$ cat config.mk
export PLATFORM = sky130hd
export DESIGN_NAME = led_burst_sequencer
export DESIGN_NICKNAME = d
export VERILOG_FILES = /design/src/rtl/led_burst_sequencer.sv
export SDC_FILE = /design/constraint.sdc
export NUM_CORES = 1
export LEC_CHECK = 0
export BUFFER_PORTS_ARGS = -buffer_cell sky130_fd_sc_hd__buf_2
export CORE_MARGIN = 8
export CORE_UTILIZATION = 57
export DETAILED_ROUTE_END_ITERATION = 16
export PLACE_DENSITY = 0.86
export SLEW_MARGIN = 10
export SYNTH_ARGS = -nofsm -noshare
export SYNTH_HDL_FRONTEND = slang
export SYNTH_SLANG_ARGS = --single-unit
$ cat constraint.sdc
create_clock -name ACLK -period 8.35 [get_ports ACLK]
set_input_delay 1.2525 -clock ACLK [delete_from_list [all_inputs] [get_ports ACLK]]
set_output_delay 1.2525 -clock ACLK [all_outputs]
set_load 0.05 [all_outputs]
$ cat src/rtl/led_burst_sequencer.sv
// Write-then-read-back burst self-test sequencer for the led AXI4 master engine.
// Writes BURST_LEN beats of SEED+i, reads them back, and reports mismatch statistics.
module led_burst_sequencer #(
   parameter int ADDR_W    = 32,
   parameter int DATA_W    = 32,
   parameter int BURST_LEN = 8,
   parameter int SEED      = 1
) (
   input  logic              ACLK,
   input  logic              ARESET,
   input  logic              start,
   input  logic [ADDR_W-1:0] base_addr,
   output logic              busy,
   output logic              done,
   output logic              pass,
   output logic              resp_err,
   output logic [8:0]        err_cnt,
   output logic [7:0]        first_err_idx,
   output logic              eng_cmd_valid,
   input  logic              eng_cmd_ready,
   output logic              eng_cmd_wr,
   output logic [ADDR_W-1:0] eng_cmd_addr,
   output logic [7:0]        eng_cmd_len,
   output logic [DATA_W-1:0] eng_wdata,
   output logic              eng_wvalid,
   input  logic              eng_wready,
   output logic              eng_wlast,
   input  logic [DATA_W-1:0] eng_rdata,
   input  logic              eng_rvalid,
   input  logic              eng_done,
   input  logic [1:0]        eng_resp
);

   typedef enum logic [2:0] {
      S_IDLE, S_WR_CMD, S_WR_DATA, S_WR_WAIT, S_RD_CMD, S_RD_DATA, S_DONE
   } state_t;

   localparam logic [8:0]        LAST_BEAT = 9'(BURST_LEN - 1);
   localparam logic [9:0]        LEN10     = 10'(BURST_LEN);
   localparam logic [DATA_W-1:0] SEED_V    = DATA_W'(SEED);

   state_t            state_q, state_d;
   logic [ADDR_W-1:0] addr_q, addr_d;
   logic [7:0]        len_q, len_d;
   logic [DATA_W-1:0] wdata_q, wdata_d;
   logic [8:0]        wbeat_q, wbeat_d;
   logic [8:0]        rbeat_q, rbeat_d;
   logic              pass_q, pass_d;
   logic              resp_err_q, resp_err_d;
   logic [8:0]        err_cnt_q, err_cnt_d;
   logic [7:0]        first_q, first_d;

   logic [DATA_W-1:0] rd_exp;
   logic              beat_bad;
   logic [9:0]        err_sum1, err_sum2, rcnt_after, missing;
   logic [8:0]        err_beat, err_final;

   always_comb begin
      rd_exp     = SEED_V + DATA_W'(rbeat_q);
      // Beats past the programmed length are errors regardless of their data.
      beat_bad   = (rbeat_q > LAST_BEAT) || (eng_rdata != rd_exp);
      err_sum1   = {1'b0, err_cnt_q} + {9'd0, eng_rvalid & beat_bad};
      err_beat   = err_sum1[9] ? 9'h1FF : err_sum1[8:0];
      rcnt_after = {1'b0, rbeat_q} + {9'd0, eng_rvalid};
      missing    = (rcnt_after < LEN10) ? (LEN10 - rcnt_after) : 10'd0;
      err_sum2   = {1'b0, err_beat} + missing;
      err_final  = err_sum2[9] ? 9'h1FF : err_sum2[8:0];
   end

   always_comb begin
      state_d    = state_q;
      addr_d     = addr_q;
      len_d      = len_q;
      wdata_d    = wdata_q;
      wbeat_d    = wbeat_q;
      rbeat_d    = rbeat_q;
      pass_d     = pass_q;
      resp_err_d = resp_err_q;
      err_cnt_d  = err_cnt_q;
      first_d    = first_q;
      unique case (state_q)
         S_IDLE: if (start) begin
            addr_d     = base_addr;
            len_d      = 8'(BURST_LEN - 1);
            pass_d     = 1'b0;
            resp_err_d = 1'b0;
            err_cnt_d  = '0;
            first_d    = '0;
            state_d    = S_WR_CMD;
         end
         S_WR_CMD: if (eng_cmd_ready) begin
            wbeat_d = '0;
            wdata_d = SEED_V;
            state_d = S_WR_DATA;
         end
         S_WR_DATA: if (eng_wready) begin
            if (wbeat_q == LAST_BEAT) begin
               state_d = S_WR_WAIT;
            end else begin
               wbeat_d = wbeat_q + 9'd1;
               wdata_d = wdata_q + DATA_W'(1);
            end
         end
         S_WR_WAIT: if (eng_done) begin
            if (eng_resp != 2'b00) begin
               resp_err_d = 1'b1;
               state_d    = S_DONE;
            end else begin
               state_d = S_RD_CMD;
            end
         end
         S_RD_CMD: if (eng_cmd_ready) begin
            rbeat_d = '0;
            state_d = S_RD_DATA;
         end
         S_RD_DATA: begin
            if (eng_rvalid) begin
               err_cnt_d = err_beat;
               if (beat_bad && err_cnt_q == 9'd0) first_d = rbeat_q[7:0];
               if (rbeat_q != 9'h1FF) rbeat_d = rbeat_q + 9'd1;
            end
            // A beat arriving with eng_done is already folded into err_final.
            if (eng_done) begin
               err_cnt_d  = err_final;
               resp_err_d = resp_err_q | (eng_resp != 2'b00);
               pass_d     = (err_final == 9'd0) && (eng_resp == 2'b00) && !resp_err_q;
               state_d    = S_DONE;
            end
         end
         S_DONE:  state_d = S_IDLE;
         default: state_d = S_IDLE;
      endcase
   end

   always_ff @(posedge ACLK or posedge ARESET) begin
      if (ARESET) begin
         state_q    <= S_IDLE;
         addr_q     <= '0;
         len_q      <= '0;
         wdata_q    <= '0;
         wbeat_q    <= '0;
         rbeat_q    <= '0;
         pass_q     <= 1'b0;
         resp_err_q <= 1'b0;
         err_cnt_q  <= '0;
         first_q    <= '0;
      end else begin
         state_q    <= state_d;
         addr_q     <= addr_d;
         len_q      <= len_d;
         wdata_q    <= wdata_d;
         wbeat_q    <= wbeat_d;
         rbeat_q    <= rbeat_d;
         pass_q     <= pass_d;
         resp_err_q <= resp_err_d;
         err_cnt_q  <= err_cnt_d;
         first_q    <= first_d;
      end
   end

   assign busy          = (state_q != S_IDLE);
   assign done          = (state_q == S_DONE);
   assign pass          = pass_q;
   assign resp_err      = resp_err_q;
   assign err_cnt       = err_cnt_q;
   assign first_err_idx = first_q;
   assign eng_cmd_valid = (state_q == S_WR_CMD) || (state_q == S_RD_CMD);
   assign eng_cmd_wr    = (state_q == S_WR_CMD);
   assign eng_cmd_addr  = addr_q;
   assign eng_cmd_len   = len_q;
   assign eng_wdata     = wdata_q;
   assign eng_wvalid    = (state_q == S_WR_DATA);
   assign eng_wlast     = (state_q == S_WR_DATA) && (wbeat_q == LAST_BEAT);

endmodule

# Word-level counts from Yosys, hierarchy flattened
# Cells that the tools add are included.
# classes
bitwise_logic	2
reduce_logical	25
mux	38
eq_ne	22
n_lt_le_gt_ge	2
addsub	8
# op_table
op	count
32-bit two-way mux	3
9-bit two-way mux	10
32-bit one-hot mux with 2 select lines	1
9-bit one-hot mux with 2 select lines	3
32-bit by 1-bit adder with 32-bit output (second input constant)	1
32-bit by 10-bit inequality test with 1-bit output	1
8-bit two-way mux	3
3-bit two-way mux	7
9-bit by 1-bit adder with 10-bit output	2
2-bit inequality test (second input constant)	10
9-bit by 1-bit adder with 9-bit output (second input constant)	2
9-bit zero test	2
3-bit one-hot mux with 6 select lines	1
8-bit one-hot mux with 2 select lines	1
4-bit AND reduction	3
1-bit by 9-bit adder with 10-bit output (first input constant)	1
9-bit by 10-bit adder with 10-bit output	1
10-bit by 4-bit < comparator with 1-bit output (second input constant)	1
10-bit two-way mux	1
4-bit by 10-bit subtractor with 10-bit output (first input constant)	1
3-bit == test (second input constant)	3
9-bit by 3-bit == test with 1-bit output (second input constant)	1
9-bit by 3-bit greater-than comparator with 1-bit output (second input constant)	1
9-bit inequality test (second input constant)	1
21 further kinds	36
# totals
register_bits	105
out_inout_bits	97
input_bits	73
word_cells	107

# Logic depth before layout (Yosys ltp)
# logic_depth
word_depth	13
ltp_mapped	25
mapped_depth_nobuf	23

# Least setup slack after synthesis
# Ideal clock, no wire load.
# synth_timing
path_kind	input -> register
from	input port eng_rdata[5]
to	register pass_q (netlist: pass)
path_stages	19
slack_ns	3.200
setup_ns	0.120
n_path_buf	1
required_time_ns	8.230
arrival_ns	5.030
path_cell_list	or3_1 -> a21o_1 -> a31o_2 -> and3_1 -> buf_2 -> nor2_1 -> ha_1 -> and2_1 -> nand3_1 -> nand2b_1 -> ha_1 -> inv_1 -> fa_1 -> nand2b_1 -> a21o_1 -> a2111oi_0 -> mux2i_1 -> nor4b_1 -> a31o_2
# synth_via
elab_chain_len	12
# synth_rtl
item	line	text
from (decl)	28	input logic [DATA_W-1:0] eng_rdata,
32-bit by 10-bit inequality test with 1-bit output	61	beat_bad = (rbeat_q > LAST_BEAT) || (eng_rdata != rd_exp);
1-bit logical OR	61	
1-bit bitwise AND	62	err_sum1 = {1'b0, err_cnt_q} + {9'd0, eng_rvalid & beat_bad};
9-bit by 1-bit adder with 10-bit output	62	
9-bit two-way mux	63	err_beat = err_sum1[9] ? 9'h1FF : err_sum1[8:0];
9-bit by 10-bit adder with 10-bit output	66	err_sum2 = {1'b0, err_beat} + missing;
9-bit two-way mux	67	err_final = err_sum2[9] ? 9'h1FF : err_sum2[8:0];
9-bit zero test	126	pass_d = (err_final == 9'd0) && (eng_resp == 2'b00) && !resp_err_q;
1-bit logical AND (2 in series)	126	
1-bit two-way mux	123	if (eng_done) begin
1-bit one-hot mux with 2 select lines	81	unique case (state_q)
to (signal assigned)	154	pass_q <= pass_d;
to (decl)	48	logic pass_q, pass_d;
# No other way between the ends. The select of a mux whose other input is x is not followed.
# A chain may end at the register's enable or synchronous reset.

# Final worst setup path
# layout_timing
from	register rbeat_q[0]
to	register err_cnt_q[0] (netlist: err_cnt[0])
# layout_via
elab_chain_len	10
elab_cells_between_ends	16
cone_classes	5 x add/sub; 2 x order compare; 1 x eq/ne; 6 x mux; 1 x bitwise; 1 x reduce/logical
# layout_rtl
item	line	text
from (decl)	47	logic [8:0] rbeat_q, rbeat_d;
from (signal assigned)	153	rbeat_q <= rbeat_d;
1-bit by 9-bit adder with 10-bit output	59	rd_exp = SEED_V + DATA_W'(rbeat_q);
32-bit by 10-bit inequality test with 1-bit output	61	
1-bit logical OR	61	
1-bit bitwise AND	62	
9-bit by 1-bit adder with 10-bit output	62	
9-bit two-way mux	63	
9-bit by 10-bit adder with 10-bit output	66	
9-bit two-way mux	67	
9-bit two-way mux (*)	123	
9-bit one-hot mux with 2 select lines (*)	81	
to (signal assigned)	156	err_cnt_q <= err_cnt_d;
to (decl)	50	logic [8:0] err_cnt_q, err_cnt_d;
# Every way passes the cells marked *; elsewhere a longest branch is shown, timed or not. The select of a mux whose other input is x is not followed.

==> results list <==
- The flow ran to the end, and the final reports show no timing, DRC or antenna violations.
* Number of violations of the max-capacitance limit: 0
- Capturing point of the worst reg2reg path: err_cnt[0]
* End point of the worst hold path: eng_cmd_addr[14]
- Die W: 120.6 µm
* Setup clock skew after layout: 12.01 ps
* Number of antenna violations at the first check in global routing: 0
- For flop-to-flop paths, the worst setup slack is 2670 ps.
- The HPWL after detailed placement is 12650 µm.
* Switching power: 1232 µW
- The commonest cells after synthesis are sky130_fd_sc_hd__nand2_1 (158), sky130_fd_sc_hd__dfrtp_1 (105), sky130_fd_sc_hd__nor2_1 (66).
* Setup TNS: 0 ps
* Sequential share of power: 0.322
- Data arrival time of the worst path: 5920 ps
* Number of diodes added for antenna fixing: 0
- Buffers added to address setup during post-CTS repair amount to 0.
- IR analysis of the VDD net gives a maximum drop of 0.0001827 V.
- Average vias per placed instance: 5.739
* Standard-cell row count: 38
- Critical path peak fanout: 9
- Final setup violation count: 0
- TritonCTS Buffers: 9
- Number of resized instances in the post-cts repair step: 0
- Worst setup SP type: flop
* Most frequent cell after synthesis: sky130_fd_sc_hd__nand2_1
- The number of global-route vias before repair is 5463.
- The H-tree was split into 3 levels.
- Dominant cells by area after synthesis: sky130_fd_sc_hd__dfrtp_1 (42%), sky130_fd_sc_hd__nand2_1 (9.5%), sky130_fd_sc_hd__xnor2_1 (4.8%), sky130_fd_sc_hd__nor2_1 (4.0%), sky130_fd_sc_hd__ha_1 (3.6%)
- Switching fraction of total power: 0.5244
* Remaining number of nets flagged by the antenna check after routing: 0
- Among all flip-flop cells after synthesis, the most frequent one is sky130_fd_sc_hd__dfrtp_1.
- The first global-routing pass estimated 27170 µm of wire.
- Of the total power, the clock network draws 0.142.
- Final-stage net count: 976
- Comb pwr share: 0.536
- For this design, the slowest cell found on the critical path is sky130_fd_sc_hd__a41oi_1.
- Yosys mapped the design onto 69 distinct sky130hd cell types.
- Summed over all layers, the global routing overflow is 0.
* Number of buffers between clock root and the deepest sink: 2
- The die covers 14530 µm².
* Mean cell area of the mapped netlist: 8.489 µm²
- Cell occurring most often along the worst timing path: sky130_fd_sc_hd__ha_1
* Highest clock frequency the design can meet: 176.1 MHz
* Number of hold-repair buffers added at the cts stage: 0
- Of the synthesized area, sequential elements account for 0.4217.
- Final clock period utilization by the worst path: 0.6799
- Counting every instance in the synthesized netlist gives 734.
- Utilization after layout: 0.6823
* DRC violation count after routing: 0
- Share of the synthesized area in the top cell type: 0.4217
* Total internal power: 1118 µW
- Cells on Worst Hold Path: 2
- For the worst flop-to-flop path, the logic depth is 21.
* Worst flop-to-flop path startpoint: rbeat_q[0]
* Total length of routed wires: 16870 µm
- Share of layout cells above drive strength 1: 0.2328
- The tree is rooted in a sky130_fd_sc_hd__clkbuf_8.
- Summing every instance area after synthesis gives 6231 µm².
* TritonCTS sink count: 105
- The final count of pins violating max slew came to 0.
- Leakage power of the design: 0.003676 µW
- Cell breakdown of the critical path: ha_1 -> nand3_1 -> nor2_1 -> ha_1 -> xor2_1 -> nor3_1 -> nand4_1 -> a2111oi_2 -> and3_1 -> nor2_1 -> ha_1 -> and2_1 -> nand3_1 -> nand2_1 -> ha_1 -> a211oi_1 -> o21ai_0 -> a41oi_1 -> a21oi_1 -> a21oi_1 -> a21oi_1
- Synth warnings: 0
* Die H: 120.6 µm
- The first routing iteration left 440 violations.
- Worst slew pin tran: 1144 ps
- At the end of routability-driven placement, the weighted congestion stood at 0.8740.
- The number of endpoints with negative hold slack in the final report was 0.
* Slowest Stage Delay on Critical Path: 610 ps
* Hold Path Origin: eng_cmd_addr[14]
* RSZ-0062 raised after global routing: no
* Number of synthesized register bits: 105
- The total area inside the core boundary comes to 10750 µm².
* Slew headroom: 0.2327
- Relative to the synthesized area, the layout overhead comes to 17.67%.
* Post-synth ARST share: 1.000
- Overall track demand over capacity in global routing: 0.2278
- Entering global routing, the biggest net connects 63 pins.
- Clock latency reported for the late side of the worst-skew pair: 370 ps
- Endpoint required time on the critical path: 8590 ps
- Cell taking the most area after synthesis: sky130_fd_sc_hd__dfrtp_1
* Type of the most critical hold path: reg2reg
- Power Dens Cells: 320.5 nW/µm²
- I/O pin total: 170
- Number of detailed-route iterations in the first pass: 5
- Per-cell routed wire length: 16.39 µm
* TritonCTS clock tree: yes
- Critical path class: reg2reg
- DR vias: 5905
- Number of flops mapped to enable cells by yosys: 0
- Starting Density: 0.5799
* Port Buffers: 164
- After clock tree synthesis, the clock-pin slew on the worst setup and hold paths is 100 ps.
- Endpoint class of the critical path: flop
* Final worst path period need: 5677 ps
## power groups by stage
stage | sequential [µW] | clock (µW) | combinational [µW]
floorplan | 1050 | 0 | 673
global placement | 758 | 0 | 1230
detailed placement | 762 | 0 | 1250
CTS | 753 | 342 | 1260
global route | 772 | 362 | 1370
finish | 757 | 334 | 1260
## registers in the layout, summed over array words and instances (netlist names)
register	cells
eng_cmd_addr	32
eng_wdata	32
err_cnt	9
rbeat_q	9
wbeat_q	9
first_err_idx	8
state_q	3
eng_cmd_len	1
pass	1
resp_err	1
## final cells by class
class                           count  area [µm²]
Inverter                           24       92.59
Multi-Input combinational cell    576        3374
Clock buffer                        9       123.9
Sequential cell                   105        2628
Clock inverter                      7       87.58
Tap cell                          140       175.2
Fill cell                         925        3413
Timing Repair Buffer              168       850.8
## layout by cell type (no fill, tap or decap), drive strengths merged, types with 17 or more instances in the layout
| cell type | instances |
|---|---|
| ha | 18 |
| nor4 | 20 |
| nand2 | 158 |
| xnor2 | 34 |
| nor2 | 67 |
| inv | 27 |
| nand3 | 26 |
| buf | 168 |
| nor3 | 17 |
| dfrtp | 105 |
| o21ai | 41 |
| a21oi | 24 |
## metal layers
metal	vias to the layer above	wire (µm)	GRT usage
met3	17	1186	0.04942
met4	0	159	0.06401
li1	2859	-	-
met5	-	0	0
met2	223	8630	0.3904
met1	2806	6891	0.2837
## worst max-delay path by stage
stage                 start          to  slack [ps]  depth (start not counted)
6_report         rbeat_q[0]  err_cnt[0]        2670                         21
5_1_grt          rbeat_q[0]  err_cnt[5]        2090                         20
4_1_cts          rbeat_q[0]        pass        2780                         21
3_5_place_dp   eng_rdata[5]        pass        2600                         19
3_3_place_gp   eng_rdata[5]        pass        2700                         19
2_1_floorplan  eng_rdata[5]        pass        3200                         19
## through the flow
stage	hold WS [ps]	cells	worst slack [ps]	total power [µW]	instance area, µm²
after CTS	481.0	1029	2777	2354	7332
after global routing	500.3	1029	2092	2499	7332
after detailed placement	457.6	1013	2595	2016	7121
final	481.2	1029	2673	2350	7332
after global placement	452.4	1013	2699	1992	7121
after floorplan	474.8	743	3200	1720	6265
## cell families (layout without fill, tap and decap cells)
group	count (synthesis)	count (layout)	share of synthesized area
other	1	10	0.0006018
xor gates and xnor gates	48	48	0.06747
adders and majority gates	19	19	0.03936
muxes	1	1	0.001606
and+or+nand+nor	360	360	0.2739
DFF	105	105	0.4217
buffers and inverters	62	208	0.04357
AOI/OAI and AO/OA	138	138	0.1518
## worst max-delay path: cells and delay by family, from the launching register on
family / cells / cell delay (ps)
adders and majority gates: 4 / 1120
and+or+nand+nor: 9 / 1720
DFF: 1 / 500
AOI/OAI and AO/OA: 7 / 2030
xor gates and xnor gates: 1 / 170
(Power assumes the default switching activity.)
